--- config.mk ---
export PLATFORM = sky130hd
export DESIGN_NAME = spi_pixel_receiver
export DESIGN_NICKNAME = d
export VERILOG_FILES = /design/src/rtl/spi_pixel_receiver.sv
export SDC_FILE = /design/constraint.sdc
export NUM_CORES = 1
export LEC_CHECK = 0
export ABC_AREA = 1
export ABC_CLOCK_PERIOD_IN_PS = 3300
export CORE_MARGIN = 1.5
export CORE_UTILIZATION = 56
export CTS_BUF_LIST = sky130_fd_sc_hd__clkbuf_16
export CTS_CLUSTER_SIZE = 12
export DETAILED_ROUTE_END_ITERATION = 8
export PLACE_DENSITY = 0.86
export SLEW_MARGIN = 20
export SYNTH_ARGS = -nofsm -noshare
export SYNTH_HDL_FRONTEND = slang
export SYNTH_SLANG_ARGS = --single-unit
--- constraint.sdc ---
create_clock -name clk -period 3.3 [get_ports clk]
set_input_delay 0.33 -clock clk [delete_from_list [all_inputs] [get_ports clk]]
set_output_delay 0.33 -clock clk [all_outputs]
set_load 0.1 [all_outputs]
--- src/rtl/spi_pixel_receiver.sv ---
// -----------------------------------------------------------------------------
// spi_pixel_receiver
//
// Upstream stage of the HUB75 display controller. Deserialises 32-bit pixel
// words (MSB first, SPI mode 0) and issues single-cycle writes into the frame
// buffer. Each word {R, G, B, X} is packed to BITS_PER_PIXEL by keeping the
// top BITS_PER_RGB bits of every channel byte. Deasserting slave select ends
// the frame; frame_done pulses if exactly PIXELS words arrived.
//
// Optional feature (macro SPI_ECHO_EN): spi_miso echoes the previous complete
// word of the frame, MSB first, changing on spi_clk falling edges. Without
// the macro spi_miso is tied low.
//
// Ports:
//   clk        system clock, all logic on the rising edge
//   reset      asynchronous, active-high reset
//   spi_clk    SPI clock (mode 0), asynchronous to clk
//   spi_mosi   SPI data in
//   spi_ss     slave select, active low
//   spi_miso   SPI data out (echo, or 0)
//   wr_en      one-cycle frame-buffer write strobe
//   wr_addr    write address (valid while wr_en=1)
//   wr_data    packed pixel
//   frame_done one-cycle pulse at the end of a complete frame
//   overrun    sticky: more than PIXELS words received in this frame
//   busy       high while receiving a frame
// -----------------------------------------------------------------------------
module spi_pixel_receiver #(
    parameter int BITS_PER_PIXEL = 16,
    parameter int PIXELS         = 2048,
    parameter int ADDR_WIDTH     = 11,
    parameter int SYNC_STAGES    = 2
) (
    input  logic                      clk,
    input  logic                      reset,
    input  logic                      spi_clk,
    input  logic                      spi_mosi,
    input  logic                      spi_ss,
    output logic                      spi_miso,
    output logic                      wr_en,
    output logic [ADDR_WIDTH-1:0]     wr_addr,
    output logic [BITS_PER_PIXEL-1:0] wr_data,
    output logic                      frame_done,
    output logic                      overrun,
    output logic                      busy
);

    localparam int BITS_PER_RGB = BITS_PER_PIXEL / 4;
    localparam logic [ADDR_WIDTH:0] PIXELS_C = (ADDR_WIDTH + 1)'(PIXELS);

    typedef enum logic {IDLE, RECEIVE} state_t;

    state_t state_q, state_d;

    logic [SYNC_STAGES-1:0] sclk_sync, mosi_sync, ss_sync;
    logic                   sclk_d, ss_d;
    logic                   sclk_s, mosi_s, ss_s;
    logic                   sclk_rise, ss_fall, ss_rise;

    logic [30:0]            shift_reg;   // bits already received of the current word
    logic [4:0]             bit_cnt;
    logic [ADDR_WIDTH:0]    pix_cnt;     // one extra bit so it can saturate at PIXELS
    logic                   wr_pend;

    logic [31:0]            new_word;
    logic                   word_complete, frame_full, write_ok;
    logic [ADDR_WIDTH:0]    count_after;

    function automatic logic [BITS_PER_PIXEL-1:0] pack_pixel(input logic [31:0] w);
        logic [BITS_PER_PIXEL-1:0] p;
        p = '0;
        for (int i = 0; i < 4; i++)
            p[(4-i)*BITS_PER_RGB-1 -: BITS_PER_RGB] = w[31-8*i -: BITS_PER_RGB];
        return p;
    endfunction

    // Synchronisers plus one extra flop on clk/ss for edge detection.
    // Slave select resets to its inactive (high) level so no spurious
    // edge is seen when reset releases with the bus idle.
    always_ff @(posedge clk or posedge reset) begin
        if (reset) begin
            sclk_sync <= '0;
            mosi_sync <= '0;
            ss_sync   <= '1;
            sclk_d    <= 1'b0;
            ss_d      <= 1'b1;
        end else begin
            // NOTE: sequential state uses non-blocking assignments so every
            // flop samples the pre-edge values and chains shift one stage.
            sclk_sync <= {sclk_sync[SYNC_STAGES-2:0], spi_clk};
            mosi_sync <= {mosi_sync[SYNC_STAGES-2:0], spi_mosi};
            ss_sync   <= {ss_sync[SYNC_STAGES-2:0], spi_ss};
            sclk_d    <= sclk_sync[SYNC_STAGES-1];
            ss_d      <= ss_sync[SYNC_STAGES-1];
        end
    end

    assign sclk_s    = sclk_sync[SYNC_STAGES-1];
    assign mosi_s    = mosi_sync[SYNC_STAGES-1];
    assign ss_s      = ss_sync[SYNC_STAGES-1];
    assign sclk_rise = sclk_s & ~sclk_d;
    assign ss_fall   = ~ss_s & ss_d;
    assign ss_rise   = ss_s & ~ss_d;

    assign new_word      = {shift_reg, mosi_s};
    assign word_complete = (state_q == RECEIVE) && sclk_rise && (bit_cnt == 5'd31);
    assign frame_full    = (pix_cnt == PIXELS_C);
    assign write_ok      = word_complete && !frame_full;
    // Word count including a word completing in this very cycle, so an ss
    // rise coinciding with the 32nd edge sees the updated count.
    assign count_after   = pix_cnt + {{ADDR_WIDTH{1'b0}}, write_ok};

    always_ff @(posedge clk or posedge reset) begin
        if (reset) state_q <= IDLE;
        else       state_q <= state_d;
    end

    always_comb begin
        // NOTE: default first, so every path assigns state_d and no latch forms.
        state_d = state_q;
        case (state_q)
            IDLE:    if (ss_fall) state_d = RECEIVE;
            RECEIVE: if (ss_rise) state_d = IDLE;
            default: state_d = IDLE;
        endcase
    end

    assign busy = (state_q == RECEIVE);

    always_ff @(posedge clk or posedge reset) begin
        if (reset) begin
            shift_reg  <= '0;
            bit_cnt    <= '0;
            pix_cnt    <= '0;
            wr_pend    <= 1'b0;
            wr_en      <= 1'b0;
            wr_addr    <= '0;
            wr_data    <= '0;
            frame_done <= 1'b0;
            overrun    <= 1'b0;
        end else begin
            // The word is captured on the cycle of the 32nd edge; the strobe
            // follows one cycle later, giving SYNC_STAGES+2 total latency.
            wr_en      <= wr_pend;
            wr_pend    <= 1'b0;
            frame_done <= 1'b0;
            if (state_q == IDLE) begin
                if (ss_fall) begin
                    shift_reg <= '0;
                    bit_cnt   <= '0;
                    pix_cnt   <= '0;
                    overrun   <= 1'b0;
                end
            end else begin
                if (sclk_rise) begin
                    shift_reg <= new_word[30:0];
                    bit_cnt   <= bit_cnt + 5'd1;
                end
                if (word_complete) begin
                    if (!frame_full) begin
                        wr_pend <= 1'b1;
                        wr_addr <= pix_cnt[ADDR_WIDTH-1:0];
                        wr_data <= pack_pixel(new_word);
                        pix_cnt <= pix_cnt + 1'b1;
                    end else begin
                        overrun <= 1'b1;
                    end
                end
                // A frame is complete only if no extra word arrived.
                if (ss_rise)
                    frame_done <= (count_after == PIXELS_C) && !overrun
                                  && !(word_complete && frame_full);
            end
        end
    end

`ifdef SPI_ECHO_EN
    logic        sclk_fall;
    logic [31:0] echo_word;
    logic        echo_valid;
    logic        miso_q;

    assign sclk_fall = ~sclk_s & sclk_d;

    always_ff @(posedge clk or posedge reset) begin
        if (reset) begin
            echo_word  <= '0;
            echo_valid <= 1'b0;
            miso_q     <= 1'b0;
        end else if (state_q == IDLE) begin
            miso_q <= 1'b0;
            if (ss_fall) echo_valid <= 1'b0;
        end else begin
            if (word_complete) begin
                echo_word  <= new_word;
                echo_valid <= 1'b1;
            end
            // bit_cnt is the index of the next bit the master will sample,
            // so ~bit_cnt (= 31-bit_cnt) selects the matching echo bit.
            if (sclk_fall) miso_q <= echo_valid & echo_word[~bit_cnt];
            if (ss_rise)   miso_q <= 1'b0;
        end
    end

    assign spi_miso = miso_q;
`else
    assign spi_miso = 1'b0;
`endif

endmodule

Word level (Yosys, flattened, before mapping) --
Cells that the tools add are included.
Operators by class: muxes and demuxes 22, eq/ne operators 7, bitwise logic cells 8, add/sub/neg operators 3, reduce and logical (&&, ||, !) cells 14
Operators with widths (number):
- 2-to-1 mux 31 bit | 3
- 2-to-1 mux 12 bit | 4
- == test 12 bit, second input constant | 2
- 2-to-1 mux 5 bit | 3
- adder 12 x 1 -> 12 bit | 1
- adder 12 x 1 -> 12 bit, second input constant | 1
- 2-to-1 mux 1 bit | 11
- AND reduction 3 bit | 3
- logical AND 1 bit | 6
- != test 2 x 1 -> 1 bit, second input constant | 3
- adder 5 x 1 -> 5 bit, second input constant | 1
- == test 5 bit, second input constant | 1
- inverter 1 bit | 5
- AND 1 bit | 3
- logical NOT 1 bit | 3
- != test 2 bit, second input constant | 1
- case mux 1 bit (2 select lines) | 1
- AND reduction 2 bit | 1
- nonzero test 2 bit | 1
Storage, ports and cells: logic and storage cells 69, flip-flop bits (word level) 88, input bits 5

Depth between registers and ports, before layout --
word-level depth 11, depth in mapped cells 18, mapped depth without buffers 18

Worst setup path after synthesis --
Ideal clock, no wire load.
path type register to register, start reg state_q (netlist: busy), end reg frame_done, data arrival time 2503 ps, path buffers 1, setup slack 725 ps, required time 3229 ps, cell stages (with the launch flop) 16, period minus slack after synthesis 2575 ps, cell sequence dfrtp_1 > buf_4 > nand4_1 > inv_1 > nand2_4 > inv_2 > ha_1 > ha_1 > nand3_1 > nor2_2 > nand2_1 > nand2_1 > nand2_1 > nor2_1 > nand2_1 > nor2_1
On the way: word-level cells in the longest chain between the ends 9, elaborated cells between the ends (all ways) 11, classes of those cells 1 x add/sub; 1 x eq/ne; 2 x mux; 7 x reduce/logical
Ends and longest elaborated chain:
- start, declared | line 53 | state_t state_q, state_d;
- start signal, assigned | line 115 | else state_q <= state_d;
- logical AND 1 bit (2 in a row) | line 106 | assign word_complete = (state_q == RECEIVE) && sclk_rise && (bit_cnt == 5'd31);
- logical AND 1 bit | line 108 | assign write_ok = word_complete && !frame_full;
- adder 12 x 1 -> 12 bit | line 111 | assign count_after = pix_cnt + {{ADDR_WIDTH{1'b0}}, write_ok};
- == test 12 bit | line 171 | frame_done <= (count_after == PIXELS_C) && !overrun
- logical AND 1 bit | line 171
- logical AND 1 bit | line 172 | && !(word_complete && frame_full);
- 2-to-1 mux 1 bit | line 170 | if (ss_rise)
- 2-to-1 mux 1 bit * | line 147 | if (state_q == IDLE) begin
- end signal, assigned | line 171
- end, declared | line 43 | output logic frame_done,
Every way passes the cells marked *; elsewhere a longest branch is shown, timed or not. A chain may end at the register's enable or synchronous reset.

Final worst setup path --
start reg bit_cnt[0], end reg frame_done
On the way: word-level cells in the longest chain between the ends 9, elaborated cells between the ends (all ways) 11, classes of those cells 1 x add/sub; 2 x eq/ne; 2 x mux; 6 x reduce/logical
Ends and longest elaborated chain:
- start, declared | line 61 | logic [4:0] bit_cnt;
- start signal, assigned | line 157 | bit_cnt <= bit_cnt + 5'd1;
- == test 5 bit * | line 106
- logical AND 1 bit * | line 106
- logical AND 1 bit | line 108
- adder 12 x 1 -> 12 bit | line 111
- == test 12 bit | line 171
- logical AND 1 bit | line 171
- logical AND 1 bit * | line 172
- 2-to-1 mux 1 bit * | line 170
- 2-to-1 mux 1 bit * | line 147
Marked as above.

==> run metrics <==
total negative slack=0 ns; Die ar.=7312 um^2; first-pass GRT wire length=12430 um; Clock Sink Count=88; run status=finished with violations; Synth warnings=0; Synth Area in XOR/XNOR=1.838%; input/output buffers=35; Syn Inst Count=402; Power Density=489.1 nW/um^2; Clock transition at path regs=0.06 ns; n_diodes=0; minimum clock period=2.443 ns; GRT Total Usage=21.63%; Yosys top cell by area=dfrtp_1; Syn Nets=413; DR WL/cell=14.03 um; Post-synth top cells=dfrtp_1 (85), nand2_1 (73), inv_1 (64); Req. time, crit path=3.56 ns; total core area=6459 um^2; max FFs per register=31; wirelength, routed=7252 um; initial antenna violation count=0; Final Max Tran Viols=0; FF-to-FF Start=bit_cnt[0]; Root Driver=clkbuf_16; Pleak=0.002029 uW; most frequent cell after synthesis=dfrtp_1; # hold bufs at CTS=0; TritonCTS clock tree=done; final hold viol count=0; total CTS buffers=9; Tcrit/Tclk final=74.04%; crit path DAT=2.71 ns; Worst Hold Class=register to register; Overflow after GRT=0; Final ANT Viol Nets=0; Peak VDD IR=373.6 uV; Max Clk Rate=0.4093 GHz; Finish-stage setup viols=0; RSZ-0062 raised after global routing=no; worst reg-to-reg setup slack=0.86 ns; vias per std cell=5.329; Seq cells post-synth=88; # nets final=446; Design Power=2176 uW; clock latency on the worst-skew pair=0.33 ns; failing checks=design-rule violations; Worst Setup Path Type=register to register; top-area cell type share of the netlist area=55.79%; mapped cell area=3812 um^2; post-layout util=68.87%; simple-gate share of the synthesized area=16.70%; vias in the first global route=2702; Placer Congestion=0.9128; detailed placer's ending HPWL=4731 um; count of different cell masters after synthesis=29; setup bufs post-CTS=0; Max clock buf depth=2; main combinational cell family by area after synthesis=simple AND/OR/NAND/NOR gates; DRC Markers=3; Compound-Gate Fraction of Synth Area=11.75%; CP Capture Type=register; Reg2Reg Depth=18; max_cap viols=0; syn avg cell area=9.484 um^2; num ports=37; worst r2r dst=frame_done; P&R area growth vs syn=16.67%; crit path launch type=register; crit path max fanout=6; adder-cell share of the synthesized area=1.969%; FP Rows=29; pin count of the biggest net entering global routing=63; Die Width=85.51 um; post-CTS sizing=0; worst rel slew slack=34.42%; die height=85.51 um; Post-synth ARST share=100.0%; Post-synth EDFFs=0; hold slack=0.3507 ns; synth top area cells=dfrtp_1 (56%), nand2_1 (7.2%), inv_1 (6.3%); Worst Max-Slew Pin Slew=0.9806 ns; drt first-iter violations=187; sequential area share after synthesis=57.86%; Initial Utilization=59.03%; pre-CTS setup slack=0.8893 ns; CP startpoint=bit_cnt[0]; PnR worst setup slack=0.8566 ns; H-tree level count=3; layout cells sized above 1=9.773%; top_reg_cell synth=dfrtp_1; Setup crit end=frame_done; router iterations before antenna repair=6; detailed-route via count=2755; mux cell area share after synthesis=0.2626%; Clock Skews=0.006064 ns
-- area by class of cell --
type | count | area [um^2]
Timing Repair Buffer | 39 | 380.4
Clock buffer | 9 | 225.2
Tap cell | 77 | 96.34
Clock inverter | 7 | 47.55
Fill cell | 490 | 2011
Multi-Input combinational cell | 231 | 1244
Sequential cell | 88 | 2206
Inverter | 66 | 249.0
-- routing by layer --
layer,track usage [%],routed length (um),share of wire (%),up-vias
met5,0,0,0,-
met2,33.93,3511,48,62
li1,-,-,-,1367
met3,4.331,270,3.7,10
met4,10.41,97,1.3,0
met1,29.14,3373,47,1316
-- how the worst min path moves through the flow --
| stage | endpoint | startpoint | cells past startpoint | slack (ns) |
|---|---|---|---|---|
| floorplan | mosi_sync[1] | mosi_sync[0] | 0 | 0.33 |
| global placement | sclk_sync[1] | sclk_sync[0] | 0 | 0.33 |
| detailed placement | wr_en | wr_pend | 0 | 0.34 |
| CTS | wr_en | wr_pend | 0 | 0.35 |
| global route | ss_sync[1] | ss_sync[0] | 0 | 0.36 |
| finish | wr_en | wr_pend | 0 | 0.35 |
-- metrics by stage --
step,cells,cell area (um^2)
final,517,4448
after global routing,517,4448
after CTS,517,4448
after detailed placement,501,4175
after global placement,501,4175
after floorplan,402,3812
-- critical path, stage by stage, from the launching register on --
cell and delay, ns:
dfrtp_1 0.39, ha_1 0.18, nand2_1 0.07, nor2_1 0.10, ha_1 0.14, nand4_1 0.08
inv_1 0.14, nand2_4 0.06, inv_2 0.09, ha_1 0.17, ha_1 0.18, nand3_1 0.17
nor2_2 0.16, nand2_1 0.08, nand2_1 0.06, nand2_1 0.05, nor2_1 0.10, nand2_1 0.06
nor2_1 0.09
-- kinds of logic (layout without fill, tap and decap cells) --
kind of cell             Yosys count  count (layout)
buffers and inverters             83             121
multiplexers                       1               1
flip-flops                        88              88
AO/OA/AOI/OAI                     76              76
AND/OR/NAND/NOR                  139             139
adder cells (fa/ha/maj)            6               6
XOR/XNOR                           8               8
other                              1               1
-- cell usage in the layout, fill, tap and decap left out, types with 2 or more instances in the layout --
cell type / count
clkinvlp_4: 3
nand4_1: 7
o22ai_2: 3
nand2_2: 6
nor2_2: 5
nand2_1: 73
ha_1: 6
inv_1: 64
clkbuf_16: 9
dfstp_2: 3
nand3_1: 21
nor2_1: 22
buf_4: 4
dfrtp_1: 85
o21ai_0: 7
clkdlybuf4s50_1: 35
xor2_1: 7
o21ai_1: 28
inv_2: 2
o22ai_1: 34
a21oi_1: 3
nand3_2: 2
-- where the power goes --
group          internal, uW  total (uW)  leakage, uW  switching (uW)
Clock                   508         915     0.000127             407
Sequential             1110        1130      0.00120            19.9
Combinational          35.0         134     0.000699            99.0
Power figures use the tool's default switching activity.
